<file path="config.mk">
export PLATFORM = sky130hd
export DESIGN_NAME = edge_timestamp_fifo_flat
export DESIGN_NICKNAME = d
export VERILOG_FILES = /design/src/rtl/edge_timestamp_fifo_pkg.sv /design/src/rtl/edge_timestamp_fifo_if.sv /design/src/rtl/sync_fifo.sv /design/src/rtl/edge_timestamp_fifo.sv /design/src/flat_wrapper.sv
export SDC_FILE = /design/constraint.sdc
export NUM_CORES = 1
export LEC_CHECK = 0
export BUFFER_PORTS_ARGS = -buffer_cell sky130_fd_sc_hd__clkbuf_2
export CORE_AREA = 5 5 141 143
export DETAILED_ROUTE_END_ITERATION = 6
export DIE_AREA = 0 0 146 148
export PLACE_DENSITY = 0.74
export SLEW_MARGIN = 25
export SYNTH_ARGS = -nofsm -noshare
export SYNTH_HDL_FRONTEND = slang
export SYNTH_SLANG_ARGS = --single-unit
</file>
<file path="constraint.sdc">
create_clock -name clk -period 10.05 [get_ports clk]
set_input_delay 2.01 -clock clk [delete_from_list [all_inputs] [get_ports clk]]
set_output_delay 2.01 -clock clk [all_outputs]
set_load 0.05 [all_outputs]
</file>
<file path="src/rtl/edge_timestamp_fifo_pkg.sv">
// Shared defaults and types for the edge timestamp FIFO block.
package edge_ts_pkg;

  localparam int TS_W_DEF   = 32;  // cycle-counter / timestamp width
  localparam int DEPTH_DEF  = 4;   // FIFO entries, power of two
  localparam int DROP_W_DEF = 8;   // dropped-event counter width

  typedef logic [TS_W_DEF-1:0] ts_t;

endpackage

</file>
<file path="src/rtl/edge_timestamp_fifo_if.sv">
// Valid/ready stream carrying one timestamp per transfer.
interface edge_timestamp_fifo_if
  import edge_ts_pkg::*;
#(
  parameter int TS_W = TS_W_DEF
);

  logic            ts_valid;
  logic            ts_ready;
  logic [TS_W-1:0] ts_data;

  // Producer side: the timestamp FIFO.
  modport master (
    output ts_valid,
    output ts_data,
    input  ts_ready
  );

  // Consumer side: logging / checking logic.
  modport slave (
    input  ts_valid,
    input  ts_data,
    output ts_ready
  );

endinterface

</file>
<file path="src/rtl/sync_fifo.sv">
// Single-clock FIFO with a registered head entry. Read/write pointers
// carry one extra wrap bit so full and empty are distinguishable.
// A push into a full FIFO is only taken when a pop happens in the same
// cycle; a pop from an empty FIFO is ignored.
module sync_fifo
  import edge_ts_pkg::*;
#(
  parameter int WIDTH = TS_W_DEF,
  parameter int DEPTH = DEPTH_DEF
) (
  input  logic                       clk,
  input  logic                       rst_n,
  input  logic                       clr,
  input  logic                       push,
  input  logic [WIDTH-1:0]           wdata,
  input  logic                       pop,
  output logic [WIDTH-1:0]           head,
  output logic                       full,
  output logic                       empty,
  output logic [$clog2(DEPTH+1)-1:0] level
);

  localparam int AW    = $clog2(DEPTH);
  localparam int PW    = AW + 1;
  localparam int LVL_W = $clog2(DEPTH + 1);

  logic [WIDTH-1:0] mem_q [DEPTH];
  logic [PW-1:0]    wr_ptr_q, wr_ptr_d;
  logic [PW-1:0]    rd_ptr_q, rd_ptr_d;
  logic [WIDTH-1:0] head_q, head_d;
  logic [PW-1:0]    used;
  logic [AW-1:0]    rd_next_idx;
  logic             push_ok;
  logic             pop_ok;

  assign used        = wr_ptr_q - rd_ptr_q;
  assign empty       = (wr_ptr_q == rd_ptr_q);
  assign full        = (wr_ptr_q[AW-1:0] == rd_ptr_q[AW-1:0]) &&
                       (wr_ptr_q[AW] != rd_ptr_q[AW]);
  assign level       = LVL_W'(used);
  assign head        = head_q;
  assign pop_ok      = pop & ~empty;
  assign push_ok     = push & (~full | pop_ok);
  assign rd_next_idx = rd_ptr_q[AW-1:0] + AW'(1);

  // Next pointers and next head entry; clr empties the FIFO outright.
  always_comb begin
    // NOTE: every variable gets a default first so no path leaves it unassigned and no latch is inferred.
    wr_ptr_d = wr_ptr_q;
    rd_ptr_d = rd_ptr_q;
    head_d   = head_q;
    if (clr) begin
      wr_ptr_d = '0;
      rd_ptr_d = '0;
      head_d   = '0;
    end else begin
      if (push_ok) wr_ptr_d = wr_ptr_q + PW'(1);
      if (pop_ok)  rd_ptr_d = rd_ptr_q + PW'(1);
      // New data becomes head when it lands in an empty (or emptying) FIFO;
      // otherwise a pop advances the head to the next stored entry.
      if (push_ok && (empty || (pop_ok && used == PW'(1)))) begin
        head_d = wdata;
      end else if (pop_ok && used != PW'(1)) begin
        head_d = mem_q[rd_next_idx];
      end
    end
  end

  // Pointer and head registers.
  always_ff @(posedge clk or negedge rst_n) begin
    if (!rst_n) begin
      wr_ptr_q <= '0;
      rd_ptr_q <= '0;
      head_q   <= '0;
    end else begin
      // NOTE: non-blocking assignments so every register samples pre-edge values regardless of statement order.
      wr_ptr_q <= wr_ptr_d;
      rd_ptr_q <= rd_ptr_d;
      head_q   <= head_d;
    end
  end

  // Entry storage; written at the write pointer on every accepted push.
  // NOTE: storage is not reset; the pointers alone decide which entries are meaningful.
  always_ff @(posedge clk) begin
    if (push_ok && !clr) begin
      mem_q[wr_ptr_q[AW-1:0]] <= wdata;
    end
  end

endmodule

</file>
<file path="src/rtl/edge_timestamp_fifo.sv">
// Rising-edge timestamper: registers the monitored signal, detects rising
// edges, tags each with a free-running cycle count and queues the tag for a
// valid/ready consumer. Events that find the queue full are dropped, counted
// (saturating) and flagged by a sticky overflow bit.
module edge_timestamp_fifo
  import edge_ts_pkg::*;
#(
  parameter int TS_W   = TS_W_DEF,
  parameter int DEPTH  = DEPTH_DEF,
  parameter int DROP_W = DROP_W_DEF
) (
  input  logic                       clk,
  input  logic                       rst_n,
  input  logic                       sig,
  input  logic                       clr,
  edge_timestamp_fifo_if.master      ts_if,
  output logic [$clog2(DEPTH+1)-1:0] level,
  output logic                       overflow,
  output logic [DROP_W-1:0]          drop_cnt
);

  logic [TS_W-1:0]   ts_cnt_q, ts_cnt_d;
  logic              sig_q, sig_d;
  logic              overflow_q, overflow_d;
  logic [DROP_W-1:0] drop_cnt_q, drop_cnt_d;
  logic              rise;
  logic              pop;
  logic              drop;
  logic              fifo_full;
  logic              fifo_empty;

  // A signal already high at the first edge after reset or clr counts as a
  // rise because sig_q starts from 0.
  assign rise = sig & ~sig_q;
  assign pop  = ts_if.ts_valid & ts_if.ts_ready;
  // A full FIFO still takes the event if the head leaves in the same cycle.
  assign drop = rise & fifo_full & ~pop;

  assign ts_if.ts_valid = ~fifo_empty;
  assign overflow       = overflow_q;
  assign drop_cnt       = drop_cnt_q;

  sync_fifo #(
    .WIDTH (TS_W),
    .DEPTH (DEPTH)
  ) u_fifo (
    .clk   (clk),
    .rst_n (rst_n),
    .clr   (clr),
    .push  (rise),
    .wdata (ts_cnt_q),
    .pop   (pop),
    .head  (ts_if.ts_data),
    .full  (fifo_full),
    .empty (fifo_empty),
    .level (level)
  );

  // Cycle counter, edge history and overflow bookkeeping; clr wins over all.
  always_comb begin
    ts_cnt_d   = ts_cnt_q + TS_W'(1);
    sig_d      = sig;
    overflow_d = overflow_q;
    drop_cnt_d = drop_cnt_q;
    if (clr) begin
      ts_cnt_d   = '0;
      sig_d      = 1'b0;
      overflow_d = 1'b0;
      drop_cnt_d = '0;
    end else if (drop) begin
      overflow_d = 1'b1;
      if (drop_cnt_q != '1) drop_cnt_d = drop_cnt_q + DROP_W'(1);
    end
  end

  // State registers for the counter, edge detector and drop tracking.
  always_ff @(posedge clk or negedge rst_n) begin
    if (!rst_n) begin
      ts_cnt_q   <= '0;
      sig_q      <= 1'b0;
      overflow_q <= 1'b0;
      drop_cnt_q <= '0;
    end else begin
      ts_cnt_q   <= ts_cnt_d;
      sig_q      <= sig_d;
      overflow_q <= overflow_d;
      drop_cnt_q <= drop_cnt_d;
    end
  end

endmodule
</file>
<file path="src/flat_wrapper.sv">
// flat-port wrapper written by rule: the top's interface ports become plain ports
module edge_timestamp_fifo_flat import edge_ts_pkg::*;
#(
  parameter int TS_W   = TS_W_DEF,
  parameter int DEPTH  = DEPTH_DEF,
  parameter int DROP_W = DROP_W_DEF
)
  (clk, rst_n, sig, clr, level, overflow, drop_cnt, ts_if_ts_valid, ts_if_ts_data, ts_if_ts_ready);
  edge_timestamp_fifo_if #(.TS_W(TS_W)) ts_if_i ();
  input  logic clk;
  input  logic rst_n;
  input  logic sig;
  input  logic clr;
  output logic [$clog2(DEPTH+1)-1:0] level;
  output logic overflow;
  output logic [DROP_W-1:0] drop_cnt;
  output wire logic [$bits(ts_if_i.ts_valid)-1:0] ts_if_ts_valid;
  output wire logic [$bits(ts_if_i.ts_data)-1:0] ts_if_ts_data;
  input wire logic [$bits(ts_if_i.ts_ready)-1:0] ts_if_ts_ready;
  assign ts_if_ts_valid = ts_if_i.ts_valid;
  assign ts_if_ts_data = ts_if_i.ts_data;
  assign ts_if_i.ts_ready = ts_if_ts_ready;
  edge_timestamp_fifo #(.TS_W(TS_W), .DEPTH(DEPTH), .DROP_W(DROP_W)) u_core (.clk(clk), .rst_n(rst_n), .sig(sig), .clr(clr), .ts_if(ts_if_i), .level(level), .overflow(overflow), .drop_cnt(drop_cnt));
endmodule
</file>
==> metrics.cfg, run 1 <==
[global_route]
grt_max_degree = 78
overflow = 0
antenna_found_initial = 0
grt_pass1_wl_um = 31200
grt_pass1_vias = 5717
grtUsageTotal_pct = 18.0

[synthesis]
synth_area_leaders = edfxtp_1 (43%), dfrtp_1 (22%), mux4_2 (8.0%), a311oi_2 (5.0%), nand2_1 (3.2%)
yosysMostFrequentCell = edfxtp_1
synth_warnings = 0
avgSynthCellArea_um2 = 14.5
synthArstFlopShare_pct = 38.5
ys_types = 40
synth_common_cells = edfxtp_1 (128), dfrtp_1 (80), nand2_1 (76)
netlist.area_leader.share_pct = 42.7
mappedNetlistNets = 636
synth_top_area_cell = edfxtp_1
syn_area_um2 = 9010
synth_cells = 621
ys_ff_latch = 208
synth_edf_count = 128
ys_seq_area_share_pct = 64.9
synth-main-ff-cell = edfxtp_1

[worst_setup_path]
timing.rr.end = u_core.u_fifo.head[0]
reg2reg_depth = 8
crit-reg2reg-launch = u_core.u_fifo.wr_ptr_q[0]
start_kind = flip-flop
crit_fanout = 4
critPathTopFamily = adder cells
required_ns = 8.04
path_cells = inv_1 > ha_1 > fa_1 > xor3_1 > clkbuf_2
cp_slowest_stage_delay_ns = 0.38
cp_slowest_cell = fa_1
worstSetupEndpointType = output port
worstSetupPathType = flip-flop to output port
critical_path_buf_inv_count = 2
crit_arrival_ns = 2.20
reg2reg_slack_ns = 7.03

[power]
pwr_density_cell_nw_per_um2 = 227
p_leak_nw = 3.64
clock_power_share_pct = 34.3
seq_power_share_pct = 42.4
power.switching_w = 0.000712
swShare_pct = 31.0
power.internal_w = 0.00159
pwr-share-comb_pct = 23.3
peakVddDrop_v = 0.000111

[die]
die_area_um2 = 21600
die_x_um = 146
ioPinCount = 50
std_cell_rows = 50
die_h_um = 148
start_util_pct = 48.8
fp.coreArea_um2 = 18500

[sta]
setup_viol = 0
tns_ns = 0
finClkSkew_ns = 0.0130
period_needed_ns = 4.21
fmax_mhz = 237
tightest_slew_ns = 1.02
rsz0062_at_grt = false
hold_violations = 0
relSlewSlack_pct = 31.9
drv_slew = 0
layout_setup_ws_ns = 5.84
finalCritPeriodShare_pct = 41.9

[cells_and_area]
area_growth_pct = 12.7
antenna_cells = 0
drive_gt1_share_pct = 24.4
fillers = 1393
final_net_count = 674

[hold_path]
hold_depth = 2
min_from = u_core.overflow
min_to = u_core.overflow
min-delay-path-class = flip-flop to flip-flop

[routing]
vias = 5503
drt-pass1-iter-count = 4
drc = 0
wl_per_cell_um = 21.0
wl_um = 19100
drt_iter0_markers = 591
ant_nets = 0
vias_per_cell = 6.07

[clock_network]
cts_root_buf = clkbuf_16
ctsHoldBuffers = 0
clkLatencyLatePin_ns = 0.49
path_clk_slew_ns = 0.06
cts_resized = 0
post_cts_buffers = 0
cts.sinks = 208
cts_buffers = 21
clockBufferDepth = 3
htreeDepth = 1
cts_tree = yes

[status]
status = complete, no violations

[placed_design]
dp_hpwl_um = 11100
place_ws_ns = 5.81
routabilityCongestion = 0.789
port_buffers = 49

[run]
max_cap_viol_count = 0

cell families (layout without fill, tap and decap cells):
kind of cell	count (synthesis)	count (layout)	share of synthesized area [%]
flip-flops	208	208	64.9
AND/OR/NAND/NOR	203	203	11.3
AO/OA/AOI/OAI	93	93	9.46
buffers and inverters	55	107	2.69
multiplexers	34	34	8.22
XOR/XNOR	18	18	1.92
adder cells (fa/ha/maj)	10	10	1.47
layout by cell type (no fill, tap or decap), drive strengths merged, types with 2 or more instances in the layout:
cell / netlist / final
mux2i: 2 / 2
nor2b: 3 / 3
a21oi: 28 / 28
mux4: 32 / 32
xnor2: 3 / 3
o21ai: 10 / 10
and2: 7 / 7
ha: 9 / 9
buf: 11 / 11
nand3: 15 / 15
edfxtp: 128 / 128
nand2: 76 / 76
nand4: 11 / 11
nor3: 33 / 33
clkbuf: 32 / 70
bufinv: 0 / 3
dfrtp: 80 / 80
o31ai: 18 / 18
nor2: 19 / 19
and4: 7 / 7
or4: 18 / 18
clkinv: 0 / 8
inv: 12 / 12
xor2: 14 / 14
and3: 3 / 3
a311oi: 32 / 32
clkinvlp: 0 / 3
or3: 8 / 8
routing by layer:
layer	vias to the layer above	part of all wire (%)	track usage (%)
li1	2483	-	-
met1	2817	42	23.6
met3	40	5.4	2.97
met5	-	0	0
met4	0	2.8	6.68
met2	163	50	30.4
worst max-delay path by stage:
stage	startpoint	end	slack, ns	cells past startpoint
final	u_core.u_fifo.wr_ptr_q[0]	level[2]	5.84	5
after global routing	u_core.u_fifo.wr_ptr_q[0]	level[2]	5.75	5
after CTS	u_core.u_fifo.wr_ptr_q[0]	level[2]	5.82	5
after detailed placement	ts_if_ts_ready	u_core.u_fifo.head[25]	5.81	5
after global placement	ts_if_ts_ready	u_core.u_fifo.head[10]	5.90	5
after floorplan	sig	u_core.u_fifo.mem_q[3][0]	4.89	4
sequential cells by signal, indices dropped and copies added, names as in the netlist:
register and cells:
u_core.u_fifo.head 32, u_core.drop_cnt 8, u_core.overflow 1, u_core.u_fifo.rd_ptr_q 3, u_core.ts_cnt_q 32, u_core.sig_q 1, u_core.u_fifo.wr_ptr_q 3, u_core.u_fifo.mem_q 128
worst register-to-register path: stages, from the launching register on:
cell and delay, ns:
dfrtp_1 0.37, inv_1 0.11, ha_1 0.23, fa_1 0.38, xor3_1 0.27, o221ai_2 0.74, buf_4 0.42, nand2_1 0.11
a311oi_1 0.29
stage by stage:
| stage | util [%] | total power (W) | area (um2) | hold WS [ns] | cells |
|---|---|---|---|---|---|
| floorplan | - | 0.00140 | 9010 | 0.471 | 621 |
| finish | 55.0 | 0.00230 | 10200 | 0.514 | 907 |
| global route | 55.0 | 0.00240 | 10200 | 0.538 | 907 |
| CTS | 55.0 | 0.00232 | 10200 | 0.516 | 907 |
| detailed placement | 51.2 | 0.00154 | 9450 | 0.507 | 870 |
| global placement | 51.2 | 0.00152 | 9450 | 0.506 | 870 |
power groups by stage:
stage / Sequential [W] / Combinational (W) / Clock (W)
floorplan: 0.00110 / 0.000308 / 0
global placement: 0.000991 / 0.000529 / 0
detailed placement: 0.000992 / 0.000544 / 0
CTS: 0.000976 / 0.000546 / 0.000802
global route: 0.000980 / 0.000578 / 0.000842
finish: 0.000975 / 0.000537 / 0.000789
area by class of cell:
type | count | area [um2] | share of cell area, %
multi-input combinational | 358 | 2950 | 29.0
sequential | 208 | 5850 | 57.6
inverter | 12 | 45.0 | 0.444
timing repair buffer | 58 | 318 | 3.13
clock buffer | 23 | 553 | 5.45
clock inverter | 14 | 150 | 1.48
tap | 234 | 293 | 2.88
No activity file was read; power rests on OpenSTA's default activity.
==> run 2: changes to the inputs <==
--- a/config.mk
+++ b/config.mk
@@ -5,11 +5,12 @@
 export SDC_FILE = /design/constraint.sdc
 export NUM_CORES = 1
 export LEC_CHECK = 0
+export ABC_AREA = 1
 export BUFFER_PORTS_ARGS = -buffer_cell sky130_fd_sc_hd__clkbuf_2
-export CORE_AREA = 5 5 141 143
+export CORE_AREA = 5 5 142 144
 export DETAILED_ROUTE_END_ITERATION = 6
-export DIE_AREA = 0 0 146 148
-export PLACE_DENSITY = 0.74
+export DIE_AREA = 0 0 147 149
+export PLACE_DENSITY = 0.75
 export SLEW_MARGIN = 25
 export SYNTH_ARGS = -nofsm -noshare
 export SYNTH_HDL_FRONTEND = slang
==> constraint.sdc (replaced) <==
create_clock -name clk -period 4.4 [get_ports clk]
set_input_delay 0.88 -clock clk [delete_from_list [all_inputs] [get_ports clk]]
set_output_delay 0.88 -clock clk [all_outputs]
set_load 0.05 [all_outputs]
==> metrics.cfg, run 2 <==
[routing]
drc = 0
drt-pass1-iter-count = 5
wl_met3_um = 1320
vias = 6639
met2WireLength_um = 10200
wl_per_cell_um = 17.2
topRoutingLayerUsed = met4
vias_per_cell = 5.50
ant_nets = 0
wl_um = 20800
drt_iter0_markers = 694
wl_met1_um = 8670

[synthesis]
synth_cells = 917
ys_types = 32
ys_ff_latch = 208
synthArstFlopShare_pct = 38.5
yosysMostFrequentCell = nand2_1
synth_area_leaders = edfxtp_1 (42%), dfrtp_1 (22%), nand2_1 (8.5%), nor2_1 (5.0%), o21ai_0 (4.5%)
synth-main-ff-cell = edfxtp_1
synth_edf_count = 128
netlist.area_leader.share_pct = 41.8
synth_common_cells = nand2_1 (207), edfxtp_1 (128), nor2_1 (123)
synth_warnings = 0
synth_top_area_cell = edfxtp_1
mappedNetlistNets = 932
syn_area_um2 = 9190
ys_seq_area_share_pct = 63.6
avgSynthCellArea_um2 = 10.0

[die]
start_util_pct = 49.5
die_h_um = 149
die_area_um2 = 21900
fp.coreArea_um2 = 18600
std_cell_rows = 50
ioPinCount = 50
die_x_um = 147

[sta]
hold_violations = 0
tns_ns = 0
drv_slew = 0
relSlewSlack_pct = 42.8
fmax_mhz = 332
rsz0062_at_grt = false
period_needed_ns = 3.01
finClkSkew_ns = 0.0177
finalCritPeriodShare_pct = 68.5
tightest_slew_ns = 0.856
setup_viol = 0

[placed_design]
port_buffers = 49
place_area_um2 = 9610
routabilityCongestion = 0.873
dp_hpwl_um = 12300

[clock_network]
ctsHoldBuffers = 0
cts_root_buf = clkbuf_16
path_clk_slew_ns = 0.06
cts_resized = 0
clkLatencyLatePin_ns = 0.50
cts_tree = yes
clockBufferDepth = 3
htreeDepth = 1
cts.sinks = 208
cts_buffers = 22
post_cts_buffers = 0

[global_route]
grt_pass1_vias = 6528
grtUsageTotal_pct = 19.1
overflow = 0
antenna_found_initial = 0
grt_max_degree = 66
grt_pass1_wl_um = 34000

[cells_and_area]
final_net_count = 974
mostFrequentLayoutCell = nand2_1
drive_gt1_share_pct = 11.6
fin_area_um2 = 10300
antenna_cells = 0
area_growth_pct = 11.6
largest_reg_flops = 128
layout_common_cells = nand2_1 (207), edfxtp_1 (128), nor2_1 (119)

[hold_path]
min-delay-path-class = primary input to async pin

[power]
p_leak_nw = 4.19
peakVddDrop_v = 0.000281
pwr_density_cell_nw_per_um2 = 512

[worst_setup_path]
required_ns = 4.82
crit_fanout = 33
worstSetupEndpointType = flip-flop
crit_arrival_ns = 3.43
start_kind = flip-flop
worstSetupPathType = flip-flop to flip-flop

[status]
status = complete, no violations

[run]
max_cap_viol_count = 0

-- run 2: logic make-up after synthesis --
| kind of cell | count (synthesis) | synth area share [%] |
|---|---|---|
| simple gates | 450 | 20.5 |
| flops | 208 | 63.6 |
| compound gates | 135 | 8.03 |
| buf+inv | 94 | 4.53 |
| xor+xnor | 20 | 1.91 |
| fa+ha+maj | 10 | 1.44 |
-- run 2: power by group --
part	internal (W)	switching [W]
combinational	0.000334	0.00102
sequential	0.00217	0.0000619
clock	0.000954	0.000708
-- run 2: through the flow --
stage	hold slack [ns]	instances	total power, W	util [%]	worst slack [ns]
final	0.429	1208	0.00525	55.2	1.39
after global routing	0.483	1208	0.00552	55.2	1.04
after CTS	0.451	1208	0.00531	55.2	1.26
after detailed placement	0.496	1169	0.00364	51.7	1.37
after global placement	0.495	1169	0.00363	51.7	1.38
after floorplan	0.501	917	0.00331	-	0.967
-- run 2: path summary, 6_finish.rpt --
path,startpoint,to,slack [ns],cells past startpoint
setup / recovery,u_core.u_fifo.wr_ptr_q[0],u_core.u_fifo.head[4],1.39,12
hold / removal,rst_n,u_core.u_fifo.rd_ptr_q[2],0.43,1
setup reg to reg,u_core.u_fifo.wr_ptr_q[0],u_core.u_fifo.head[4],1.39,12
hold reg to reg,u_core.u_fifo.head[5],u_core.u_fifo.head[5],0.51,2
max in group asynchronous,rst_n,u_core.u_fifo.head[5],3.07,2
min in group clk,u_core.u_fifo.head[5],u_core.u_fifo.head[5],0.51,2
-- run 2: critical path, cell delays in order, from the launching register on --
cell and delay (ns):
dfrtp_1 0.40, inv_1 0.11, ha_1 0.21, fa_1 0.48
inv_1 0.05, nor2_1 0.12, nand3_1 0.10, nand2_2 0.06
buf_4 0.34, nand2_2 0.13, a21oi_4 0.70, nand2_1 0.13
nand2_1 0.09
-- run 2: metal layers --
| metal | track usage, % | vias to the layer above |
|---|---|---|
| met4 | 5.92 | 0 |
| met3 | 2.73 | 45 |
| met2 | 32.9 | 233 |
| met5 | 0 | - |
| li1 | - | 3202 |
| met1 | 25.1 | 3159 |
-- run 2: cell type report --
cell class	instances	area [um2]
inverter	50	188
fill	1588	8320
multi-input combinational	615	2940
sequential	208	5850
timing repair buffer	62	345
tap	234	293
clock inverter	9	41.3
clock buffer	30	602
